**src/rtl/axi_mctp_write_rx.sv**
```systemverilog
// AXI4 write slave that receives one MCTP-over-PCIe VDM packet per burst.
// Beat 0 carries the header; beats 1..AWLEN are forwarded as payload.
module axi_mctp_write_rx #(
  parameter logic [3:0]  EXP_HDR_VER   = 4'b0001,
  parameter logic [15:0] EXP_VENDOR_ID = 16'hB41A
) (
  input  logic         i_clk,
  input  logic         i_reset_n,
  // AW channel
  input  logic [6:0]   I_AWID,
  input  logic [63:0]  I_AWADDR,
  input  logic [7:0]   I_AWLEN,
  input  logic [2:0]   I_AWSIZE,
  input  logic [1:0]   I_AWBURST,
  input  logic         I_AWVALID,
  output logic         O_AWREADY,
  // W channel
  input  logic [255:0] I_WDATA,
  input  logic [31:0]  I_WSTRB,
  input  logic         I_WLAST,
  input  logic         I_WVALID,
  output logic         O_WREADY,
  // B channel
  output logic [6:0]   O_BID,
  output logic [1:0]   O_BRESP,
  output logic         O_BVALID,
  input  logic         I_BREADY,
  // header
  output logic         O_HDR_VALID,
  output logic [127:0] O_HDR,
  output logic         O_SOM,
  output logic         O_EOM,
  output logic         O_TO,
  output logic [1:0]   O_PKT_SEQ,
  output logic [2:0]   O_MSG_TAG,
  // payload
  output logic [255:0] O_PLD_DATA,
  output logic         O_PLD_VALID,
  output logic         O_PLD_LAST,
  input  logic         I_PLD_READY
);

  typedef enum logic [1:0] {
    S_IDLE,
    S_DATA,
    S_RESP
  } state_t;

  state_t         state_q, state_d;
  logic           awready_q, awready_d;
  logic [6:0]     awid_q, awid_d;
  logic [7:0]     awlen_q, awlen_d;
  logic [7:0]     beat_q, beat_d;
  logic           drop_q, drop_d;
  logic           err_q, err_d;
  logic           done_q, done_d;
  logic           msg_open_q, msg_open_d;
  logic [1:0]     exp_seq_q, exp_seq_d;
  logic           hdr_valid_q, hdr_valid_d;
  logic [127:0]   hdr_q, hdr_d;
  logic [255:0]   pld_data_q, pld_data_d;
  logic           pld_valid_q, pld_valid_d;
  logic           pld_last_q, pld_last_d;
  logic           bvalid_q, bvalid_d;
  logic [1:0]     bresp_q, bresp_d;
  logic [6:0]     bid_q, bid_d;

  logic           wready;
  logic           aw_fire;
  logic           w_fire;
  logic           b_fire;
  logic           is_last;
  logic           aw_bad;
  logic [127:0]   hdr_in;
  logic           hdr_legal;
  logic           hdr_som;
  logic           hdr_eom;
  logic [1:0]     hdr_seq;
  logic           seq_ok;
  logic           unused_sig;

  // Address and byte strobes carry no information for this packet sink.
  assign unused_sig = ^{I_AWADDR, I_WSTRB};

  // Handshake qualifiers and header decode of the incoming beat.
  always_comb begin
    wready    = (state_q == S_DATA) && !done_q &&
                ((beat_q == 8'd0) || drop_q ||
                 !pld_valid_q || I_PLD_READY);
    aw_fire   = (state_q == S_IDLE) && awready_q && I_AWVALID;
    w_fire    = wready && I_WVALID;
    b_fire    = bvalid_q && I_BREADY;
    is_last   = (beat_q == awlen_q);
    aw_bad    = (I_AWSIZE != 3'd5) || (I_AWBURST != 2'b01);
    hdr_in    = I_WDATA[127:0];
    hdr_som   = hdr_in[127];
    hdr_eom   = hdr_in[126];
    hdr_seq   = hdr_in[125:124];
    hdr_legal = (hdr_in[7:5] == 3'b011) &&
                (hdr_in[4:3] == 2'b10) &&
                (hdr_in[63:56] == 8'h7F) &&
                ({hdr_in[95:88], hdr_in[87:80]} == EXP_VENDOR_ID) &&
                (hdr_in[99:96] == EXP_HDR_VER);
    seq_ok    = hdr_som ||
                (msg_open_q && (hdr_seq == exp_seq_q));
  end

  // Next-state logic for the burst FSM, header, payload and response.
  always_comb begin
    state_d     = state_q;
    awid_d      = awid_q;
    awlen_d     = awlen_q;
    beat_d      = beat_q;
    drop_d      = drop_q;
    err_d       = err_q;
    done_d      = done_q;
    msg_open_d  = msg_open_q;
    exp_seq_d   = exp_seq_q;
    hdr_valid_d = 1'b0;
    hdr_d       = hdr_q;
    pld_data_d  = pld_data_q;
    pld_valid_d = pld_valid_q;
    pld_last_d  = pld_last_q;
    bvalid_d    = bvalid_q;
    bresp_d     = bresp_q;
    bid_d       = bid_q;

    if (pld_valid_q && I_PLD_READY) begin
      pld_valid_d = 1'b0;
    end

    unique case (state_q)
      S_IDLE: begin
        if (aw_fire) begin
          awid_d  = I_AWID;
          awlen_d = I_AWLEN;
          beat_d  = 8'd0;
          done_d  = 1'b0;
          drop_d  = aw_bad;
          err_d   = aw_bad;
          state_d = S_DATA;
        end
      end
      S_DATA: begin
        if (w_fire) begin
          beat_d = beat_q + 8'd1;
          if (I_WLAST != is_last) begin
            err_d = 1'b1;
          end
          if (is_last) begin
            done_d = 1'b1;
          end
          if (beat_q == 8'd0) begin
            hdr_d       = hdr_in;
            hdr_valid_d = 1'b1;
            if (!hdr_legal || !seq_ok) begin
              drop_d = 1'b1;
            end
            if (hdr_legal && seq_ok) begin
              exp_seq_d  = hdr_seq + 2'd1;
              msg_open_d = !hdr_eom;
            end
          end else if (!drop_q) begin
            pld_data_d  = I_WDATA;
            pld_valid_d = 1'b1;
            pld_last_d  = is_last;
          end
        end
        // Respond only once the final payload beat has left.
        if (done_d && !pld_valid_d) begin
          state_d  = S_RESP;
          bvalid_d = 1'b1;
          bid_d    = awid_q;
          bresp_d  = (drop_d || err_d) ? 2'b10 : 2'b00;
        end
      end
      S_RESP: begin
        if (b_fire) begin
          bvalid_d = 1'b0;
          state_d  = S_IDLE;
        end
      end
      default: begin
        state_d = S_IDLE;
      end
    endcase
  end

  assign awready_d = (state_d == S_IDLE);

  // State registers with synchronous active-low reset.
  always_ff @(posedge i_clk) begin
    if (!i_reset_n) begin
      state_q     <= S_IDLE;
      awready_q   <= 1'b0;
      awid_q      <= '0;
      awlen_q     <= '0;
      beat_q      <= '0;
      drop_q      <= 1'b0;
      err_q       <= 1'b0;
      done_q      <= 1'b0;
      msg_open_q  <= 1'b0;
      exp_seq_q   <= '0;
      hdr_valid_q <= 1'b0;
      hdr_q       <= '0;
      pld_data_q  <= '0;
      pld_valid_q <= 1'b0;
      pld_last_q  <= 1'b0;
      bvalid_q    <= 1'b0;
      bresp_q     <= '0;
      bid_q       <= '0;
    end else begin
      state_q     <= state_d;
      awready_q   <= awready_d;
      awid_q      <= awid_d;
      awlen_q     <= awlen_d;
      beat_q      <= beat_d;
      drop_q      <= drop_d;
      err_q       <= err_d;
      done_q      <= done_d;
      msg_open_q  <= msg_open_d;
      exp_seq_q   <= exp_seq_d;
      hdr_valid_q <= hdr_valid_d;
      hdr_q       <= hdr_d;
      pld_data_q  <= pld_data_d;
      pld_valid_q <= pld_valid_d;
      pld_last_q  <= pld_last_d;
      bvalid_q    <= bvalid_d;
      bresp_q     <= bresp_d;
      bid_q       <= bid_d;
    end
  end

  assign O_AWREADY   = awready_q;
  assign O_WREADY    = wready;
  assign O_BID       = bid_q;
  assign O_BRESP     = bresp_q;
  assign O_BVALID    = bvalid_q;
  assign O_HDR_VALID = hdr_valid_q;
  assign O_HDR       = hdr_q;
  assign O_SOM       = hdr_q[127];
  assign O_EOM       = hdr_q[126];
  assign O_PKT_SEQ   = hdr_q[125:124];
  assign O_TO        = hdr_q[123];
  assign O_MSG_TAG   = hdr_q[122:120];
  assign O_PLD_DATA  = pld_data_q;
  assign O_PLD_VALID = pld_valid_q;
  assign O_PLD_LAST  = pld_last_q;

endmodule

```
**config.mk**
```make
export PLATFORM = sky130hd
export DESIGN_NAME = axi_mctp_write_rx
export DESIGN_NICKNAME = d
export VERILOG_FILES = /design/src/rtl/axi_mctp_write_rx.sv
export SDC_FILE = /design/constraint.sdc
export NUM_CORES = 1
export LEC_CHECK = 0
export CORE_AREA = 4 4 300 302
export DETAILED_ROUTE_END_ITERATION = 8
export DIE_AREA = 0 0 304 306
export GPL_TIMING_DRIVEN = 1
export MAX_ROUTING_LAYER = met4
export SETUP_SLACK_MARGIN = 0.05
export SLEW_MARGIN = 20
export SYNTH_ARGS = -nofsm -noshare
export SYNTH_HDL_FRONTEND = slang
export SYNTH_SLANG_ARGS = --single-unit
export TNS_END_PERCENT = 30
```
**constraint.sdc**
```tcl
create_clock -name i_clk -period 3.8 [get_ports i_clk]
set_input_delay 0.76 -clock i_clk [delete_from_list [all_inputs] [get_ports i_clk]]
set_output_delay 0.76 -clock i_clk [all_outputs]
set_load 0.05 [all_outputs]
```
==> results of run 1 <==
==> registers in the layout (all words and copies together), names as in the netlist <==
register	flops
O_PLD_DATA	256
O_HDR	128
awlen_q	8
beat_q	8
O_BID	7
awid_q	7
exp_seq_q	2
state_q	2
O_AWREADY	1
O_BRESP	1
O_BVALID	1
O_HDR_VALID	1
O_PLD_LAST	1
O_PLD_VALID	1
done_q	1
drop_q	1
err_q	1
msg_open_q	1
==> logic make-up (layout without fill, tap and decap cells) <==
group | count (synthesis) | count (layout) | share of synthesized area
AO/OA/AOI/OAI | 431 | 431 | 0.1468
flip-flops | 428 | 428 | 0.5661
multiplexers | 8 | 8 | 0.005291
adder cells (fa/ha/maj) | 2 | 2 | 0.001653
buffers and inverters | 150 | 833 | 0.04291
other | 1 | 10 | 0.0002478
AND/OR/NAND/NOR | 875 | 875 | 0.2265
XOR/XNOR | 18 | 18 | 0.01042
==> routing by layer <==
| layer | track usage | share of wire | vias to the layer above |
|---|---|---|---|
| met1 | 0.1553 | 0.41 | 6910 |
| met3 | 0.03537 | 0.082 | 107 |
| met2 | 0.2120 | 0.47 | 578 |
| met5 | - | 0 | - |
| met4 | 0.04963 | 0.036 | 0 |
| li1 | - | - | 7498 |
==> critical path, delay by kind of cell (launching register included) <==
kind,cells,cell delay [ns]
buffers and inverters,3,0.59
DFF,1,0.38
AOI/OAI and AO/OA,2,0.45
and+or+nand+nor,1,0.38
adders and majority gates,1,0.16
==> how the worst max path moves through the flow <==
| stage | start | endpoint | slack [ns] | cells after the start |
|---|---|---|---|---|
| after floorplan | beat_q[0]$_SDFFE_PN0P_ | O_WREADY | 0.63 | 5 |
| after global placement | I_WDATA[85] | O_BRESP[1]$_SDFFE_PN0P_ | 0.37 | 7 |
| after detailed placement | I_WDATA[86] | O_BRESP[1]$_SDFFE_PN0P_ | 0.36 | 7 |
| after CTS | beat_q[0]$_SDFFE_PN0P_ | O_WREADY | 0.47 | 7 |
| after global routing | beat_q[0]$_SDFFE_PN0P_ | O_WREADY | 0.30 | 7 |
| final | beat_q[0]$_SDFFE_PN0P_ | O_WREADY | 0.48 | 7 |
==> through the flow <==
stage	instances	util	worst slack, ns	hold WS (ns)	power [W]
floorplan	1913	-	0.6277	0.4360	0.005254
CTS	3761	0.2874	0.4749	0.4532	0.01112
global route	3767	0.2876	0.2978	0.4677	0.01135
finish	3770	0.2877	0.4845	0.4503	0.01092
global placement	3670	0.2673	0.3666	0.4402	0.005896
detailed placement	3670	0.2673	0.3601	0.4453	0.005901
==> cell usage after synthesis (2+ instances only) <==
library cell,n,area (sq um)
o21a_1,2,15.01
nor3b_1,2,15.01
ha_1,2,25.02
a21oi_1,411,2057
dfxtp_1,428,8568
mux2i_1,8,80.08
a211oi_1,2,15.01
o2111ai_1,3,26.28
nor3_1,6,30.03
nor2_1,25,93.84
a31oi_1,3,18.77
nand3_1,5,25.02
clkbuf_1,100,375.4
nor4b_1,2,17.52
xnor2_1,3,26.28
nand4b_1,3,26.28
buf_2,34,170.2
xor2_1,15,131.4
nand2_1,808,3033
nor4bb_1,4,40.04
buf_4,9,67.56
and3_1,4,25.02
inv_1,4,15.01
and2b_2,2,17.52
nor4_1,2,12.51
or4_1,2,15.01
nand4_1,3,18.77
==> cell type report <==
type / count / area, sq um / area share
well taps: 1165 / 1458 / 0.05779
repair buffers: 737 / 7440 / 0.2949
multi-input cells: 1335 / 5949 / 0.2359
clock inverters: 13 / 171.4 / 0.006795
diodes: 9 / 22.52 / 0.0008928
inverters: 5 / 26.28 / 0.001042
flip-flops and latches: 428 / 8568 / 0.3397
clock buffers: 78 / 1590 / 0.06304
==> where the power goes <==
| part | total [W] | internal, W | switching (W) |
|---|---|---|---|
| logic | 0.00117 | 0.000501 | 0.000669 |
| registers | 0.00462 | 0.00457 | 0.0000517 |
| clock network | 0.00513 | 0.00313 | 0.00200 |
| total | 0.0109 | 0.00820 | 0.00272 |
==> results.md, run 1 <==
* Run status: completed
* Hold buffers post-CTS at 0
* Worst reg2reg path endpoint: O_PLD_DATA[132]$_SDFFE_PN0P_
* Worst Setup End Kind: output pin
* CP Launch Type: flop
* Vias in the first global route at 14594
* Routed wire length at 62.92 mm
* Overflow after GRT at 0
* Ys flop type: dfxtp_1
* Synth cell types at 48
* Area after DPL at 0.02344 sq mm
* Core Region at 0.08769 sq mm
* Syn_area_per_cell at 7.911 sq um
* Crit-path max FO at 6
* Post-Route Skew at 0.01181 ns
* Setup Fix Bufs, Post-CTS at 0
* CP arrival at 2.56 ns
* Tmin final at 3.315 ns
* Most frequent CP cell: buf_4
* CP cell instances: inv_1 -> ha_1 -> nor4b_1 -> buf_4 -> a21oi_1 -> a211oi_1 -> buf_4
* FMAX at 0.3016 GHz
* R2R cell count at 10
* Slowest cell on crit path: dfxtp_1
* Hpwl dp at 46.18 mm
* Design Area, Final at 0.02523 sq mm
* Fin. max-slew vios at 0
* Worst ir drop on vdd at 0.2920 mV
* Hold Path End: O_PLD_DATA[85]$_SDFFE_PN0P_
* Synth-to-layout area growth at 66.67%
* Leakage at 8.298 nW
* Most frequent cells in the layout: nand2_1 (807), clkdlybuf4s50_1 (687), dfxtp_1 (428)
* FF+latch count, synth at 428
* Routed Antenna Nets at 0
* PD cells at 433.0 mW/mm^2
* Min-Delay Path Class: flop to flop
* Hold Path Origin: O_PLD_DATA[85]$_SDFFE_PN0P_
* Count of final setup violators at 0
* Seq/Total Area, Yosys at 0.5661
* CTS Buf Count at 50
* Tcrit/Tclk final at 0.8725
* Largest net degree at the start of global routing at 115
* Detailed Route Iter0 Violations at 940
* YS warnings at 0
* Share of cells above drive strength 1 at 0.05586
* Sum Neg Setup Slack at 0 ns
* Die W at 304 um
* Clk_lat worst skew at 0.59 ns
* Slowest cell delay on critical path at 0.38 ns
* Synth Instances at 1913
* Worst R2R Start: beat_q[0]$_SDFFE_PN0P_
* Via count of the routed design at 15093
* Most common cell after layout, fill and taps aside: nand2_1
* CP Class: flop to output pin
* GP Congestion at 0.8196
* CTS clk-pin slew, worst paths at 0.06 ns
* Die height at 306 um
* Post-DR wirelength/cell at 16.69 um
* Num ports at 786
* Wire length of the first global-routing pass at 91.71 mm
* Critical Path RT at 3.04 ns
* Longest Clk Path Bufs at 3
* Cell row count at 109
* 1st-pass router iterations at 5
* Async SR Flop Fraction at 0
* Vias per cell at 4.003
* DRC viols at 0
* Starting Density at 0.1726
* Min-Delay Path Depth at 2
* Initial antenna violation count at 9
* Post_cts resized at 0
* Max-cap violation count at 0
* Worst slew margin at 0.3877
* H-tree Lvls at 2
* Post-synth EDFFs at 0
* Die area at 0.09302 sq mm
* RSZ-0062 raised after global routing: no
* CTS tree: built
* Filler instances at 9363
* Post-Syn Area at 0.01513 sq mm
* Endpoints failing hold at 0
* Clock sink total at 428
* Slew @ Worst Pin at 0.9159 ns
* R2r setup slk at 0.67 ns
* # port buffers at 688
* Root Buffer: clkbuf_16
* Gr usage total at 0.1307
* Syn nets at 2294
* Final nets at 2938
Power figures use the tool's default switching activity.
==> inputs of run 2 (changes only) <==
--- a/config.mk
+++ b/config.mk
@@ -5,9 +5,9 @@
 export SDC_FILE = /design/constraint.sdc
 export NUM_CORES = 1
 export LEC_CHECK = 0
-export CORE_AREA = 4 4 300 302
+export CORE_AREA = 5 5 301 303
 export DETAILED_ROUTE_END_ITERATION = 8
-export DIE_AREA = 0 0 304 306
+export DIE_AREA = 0 0 306 308
 export GPL_TIMING_DRIVEN = 1
 export MAX_ROUTING_LAYER = met4
 export SETUP_SLACK_MARGIN = 0.05
==> run 2 against run 1 <==
Against the previous run: count of clock-buffer cells in the layout shrank 4; core utilization is essentially flat; worst setup slack gained 0.060 ns; fmax grew 1.8%; critical path type unchanged; register-to-register slack gained 0.09 ns; sequential cell count is the same; critical path depth is the same; highest routed layer unchanged; sequential share of layout area is essentially flat; hold slack gained 0.00052 ns.
==> results.md, run 2 (synthesized netlist as in run 1, its figures left out) <==
* Max reg flops at 256
* Hpwl dp at 47.05 mm
* Detailed Route Iter0 Violations at 832
* Clock sink total at 428
* CTS clk-pin slew, worst paths at 0.06 ns
* Cell row count at 109
* Worst slew margin at 0.4809
* Worst R2R Start: beat_q[0]$_SDFFE_PN0P_
* Setup Fix Bufs, Post-CTS at 0
* Most frequent cells in the layout: nand2_1 (807), clkdlybuf4s50_1 (687), dfxtp_1 (428)
* CP Launch Type: flop
* Initial antenna violation count at 11
* Sum Neg Setup Slack at 0 ns
* Most Crowded Layer GR: met2
* Wire length of the first global-routing pass at 91.98 mm
* Slew @ Worst Pin at 0.7787 ns
* Tmin final at 3.255 ns
* Num ports at 786
* CP arrival at 2.50 ns
* Crit-path max FO at 6
* Critical Path Start: beat_q[0]$_SDFFE_PN0P_
* Max-cap violation count at 0
* Overflow after GRT at 0
* DRC viols at 0
* Die W at 306 um
* PD cells at 425.6 mW/mm^2
* Post_cts resized at 0
* Endpoints failing hold at 0
* Synth-to-layout area growth at 66.46%
* Run status: completed
* Starting Density at 0.1726
* CTS Buf Count at 51
* Vias per cell at 4.017
* Post-Route Skew at 0.01452 ns
* 1st-pass router iterations at 4
* Hold Path Origin: O_PLD_DATA[159]$_SDFFE_PN0P_
* Count of final setup violators at 0
* GR met1 Demand/Resource at 0.1495
* Worst hold slack at 0.4508 ns
* Fin. max-slew vios at 0
* Longest Clk Path Bufs at 3
* Min-Delay Path Depth at 2
* FMAX at 0.3072 GHz
* RSZ-0062 raised after global routing: no
* Routed Antenna Nets at 0
* Worst Setup End Kind: output pin
* R2R cell count at 10
* Hold Path End: O_PLD_DATA[159]$_SDFFE_PN0P_
* CP Class: flop to output pin
* Most common cell after layout, fill and taps aside: nand2_1
* R2r setup slk at 0.76 ns
* Met2 global-route usage at 0.2099
* Total power draw at 0.01072 W
* Die height at 308 um
* Largest net degree at the start of global routing at 96
* GP Congestion at 0.8130
* Tcrit/Tclk final at 0.8567
* Post-DR wirelength/cell at 16.78 um
* Final nets at 2940
* Min-Delay Path Class: flop to flop
* CTS tree: built
* Via count of the routed design at 15149
* Die area at 0.09425 sq mm
* H-tree Lvls at 2
* Routed wire length at 63.27 mm
* Vias in the first global route at 14651
* Gr usage total at 0.1282
* Critical Path RT at 3.04 ns
* Hold buffers post-CTS at 0
* Share of cells above drive strength 1 at 0.05508
* Core Region at 0.08769 sq mm
* Root Buffer: clkbuf_16
* Global-route met3 utilization at 0.03914
* Clk_lat worst skew at 0.58 ns
* Worst reg2reg path endpoint: O_PLD_DATA[111]$_SDFFE_PN0P_
* Leakage at 8.274 nW
* Worst ir drop on vdd at 0.2841 mV
* # port buffers at 688
## run 2: cell count changes in the layout (fill, tap and decap cells not counted), sizes merged
cell      before  now
clkbuf        78   74
inv            5    8
clkinv         8   10
buf           50   51
bufinv         4    3
clkinvlp       1    0
diode          9   10
## run 2: worst max-delay path by stage
stage / to / slack [ns] / cells after the start
after floorplan: O_WREADY / 0.63 / 5
after global placement: O_BRESP[1]$_SDFFE_PN0P_ / 0.30 / 8
after detailed placement: O_BRESP[1]$_SDFFE_PN0P_ / 0.32 / 8
after CTS: O_WREADY / 0.48 / 7
after global routing: O_WREADY / 0.31 / 7
final: O_WREADY / 0.54 / 7
## run 2: per-stage QoR
stage	instances	cell area [sq um]	util	setup slack (ns)
after floorplan	1913	15130	-	0.6277
after global placement	3671	23490	0.2678	0.2969
after detailed placement	3671	23490	0.2678	0.3244
after CTS	3761	25170	0.2870	0.4823
after global routing	3771	25190	0.2873	0.3137
final	3771	25190	0.2873	0.5447
## run 2: area by class of cell
| type | instances | area [sq um] |
|---|---|---|
| Antenna cell | 10 | 25.02 |
| Clock buffer | 74 | 1504 |
| Clock inverter | 16 | 177.7 |
| Fill cell | 9393 | 62500 |
| Inverter | 5 | 26.28 |
| Multi-Input combinational cell | 1335 | 5949 |
| Sequential cell | 428 | 8568 |
| Tap cell | 1165 | 1458 |
| Timing Repair Buffer | 738 | 7485 |
## run 2: worst max-delay path, cell delays in order (launching register included)
cell and delay [ns]:
dfxtp_1 0.37, inv_1 0.12, ha_1 0.15, nor4b_1 0.31, buf_4 0.21, a21oi_1 0.16, a211oi_1 0.34, buf_4 0.26
## run 2: power by group
group,internal (W),switching (W),total [W]
clock network,0.00294,0.00199,0.00493
registers,0.00457,0.0000494,0.00462
logic,0.000504,0.000664,0.00117
## run 2: layer usage
layer  part of all wire  vias to the layer above
li1                   -                     7501
met1               0.41                     6984
met2               0.48                      546
met3              0.078                      118
met4              0.035                        0
met5                  0                        -
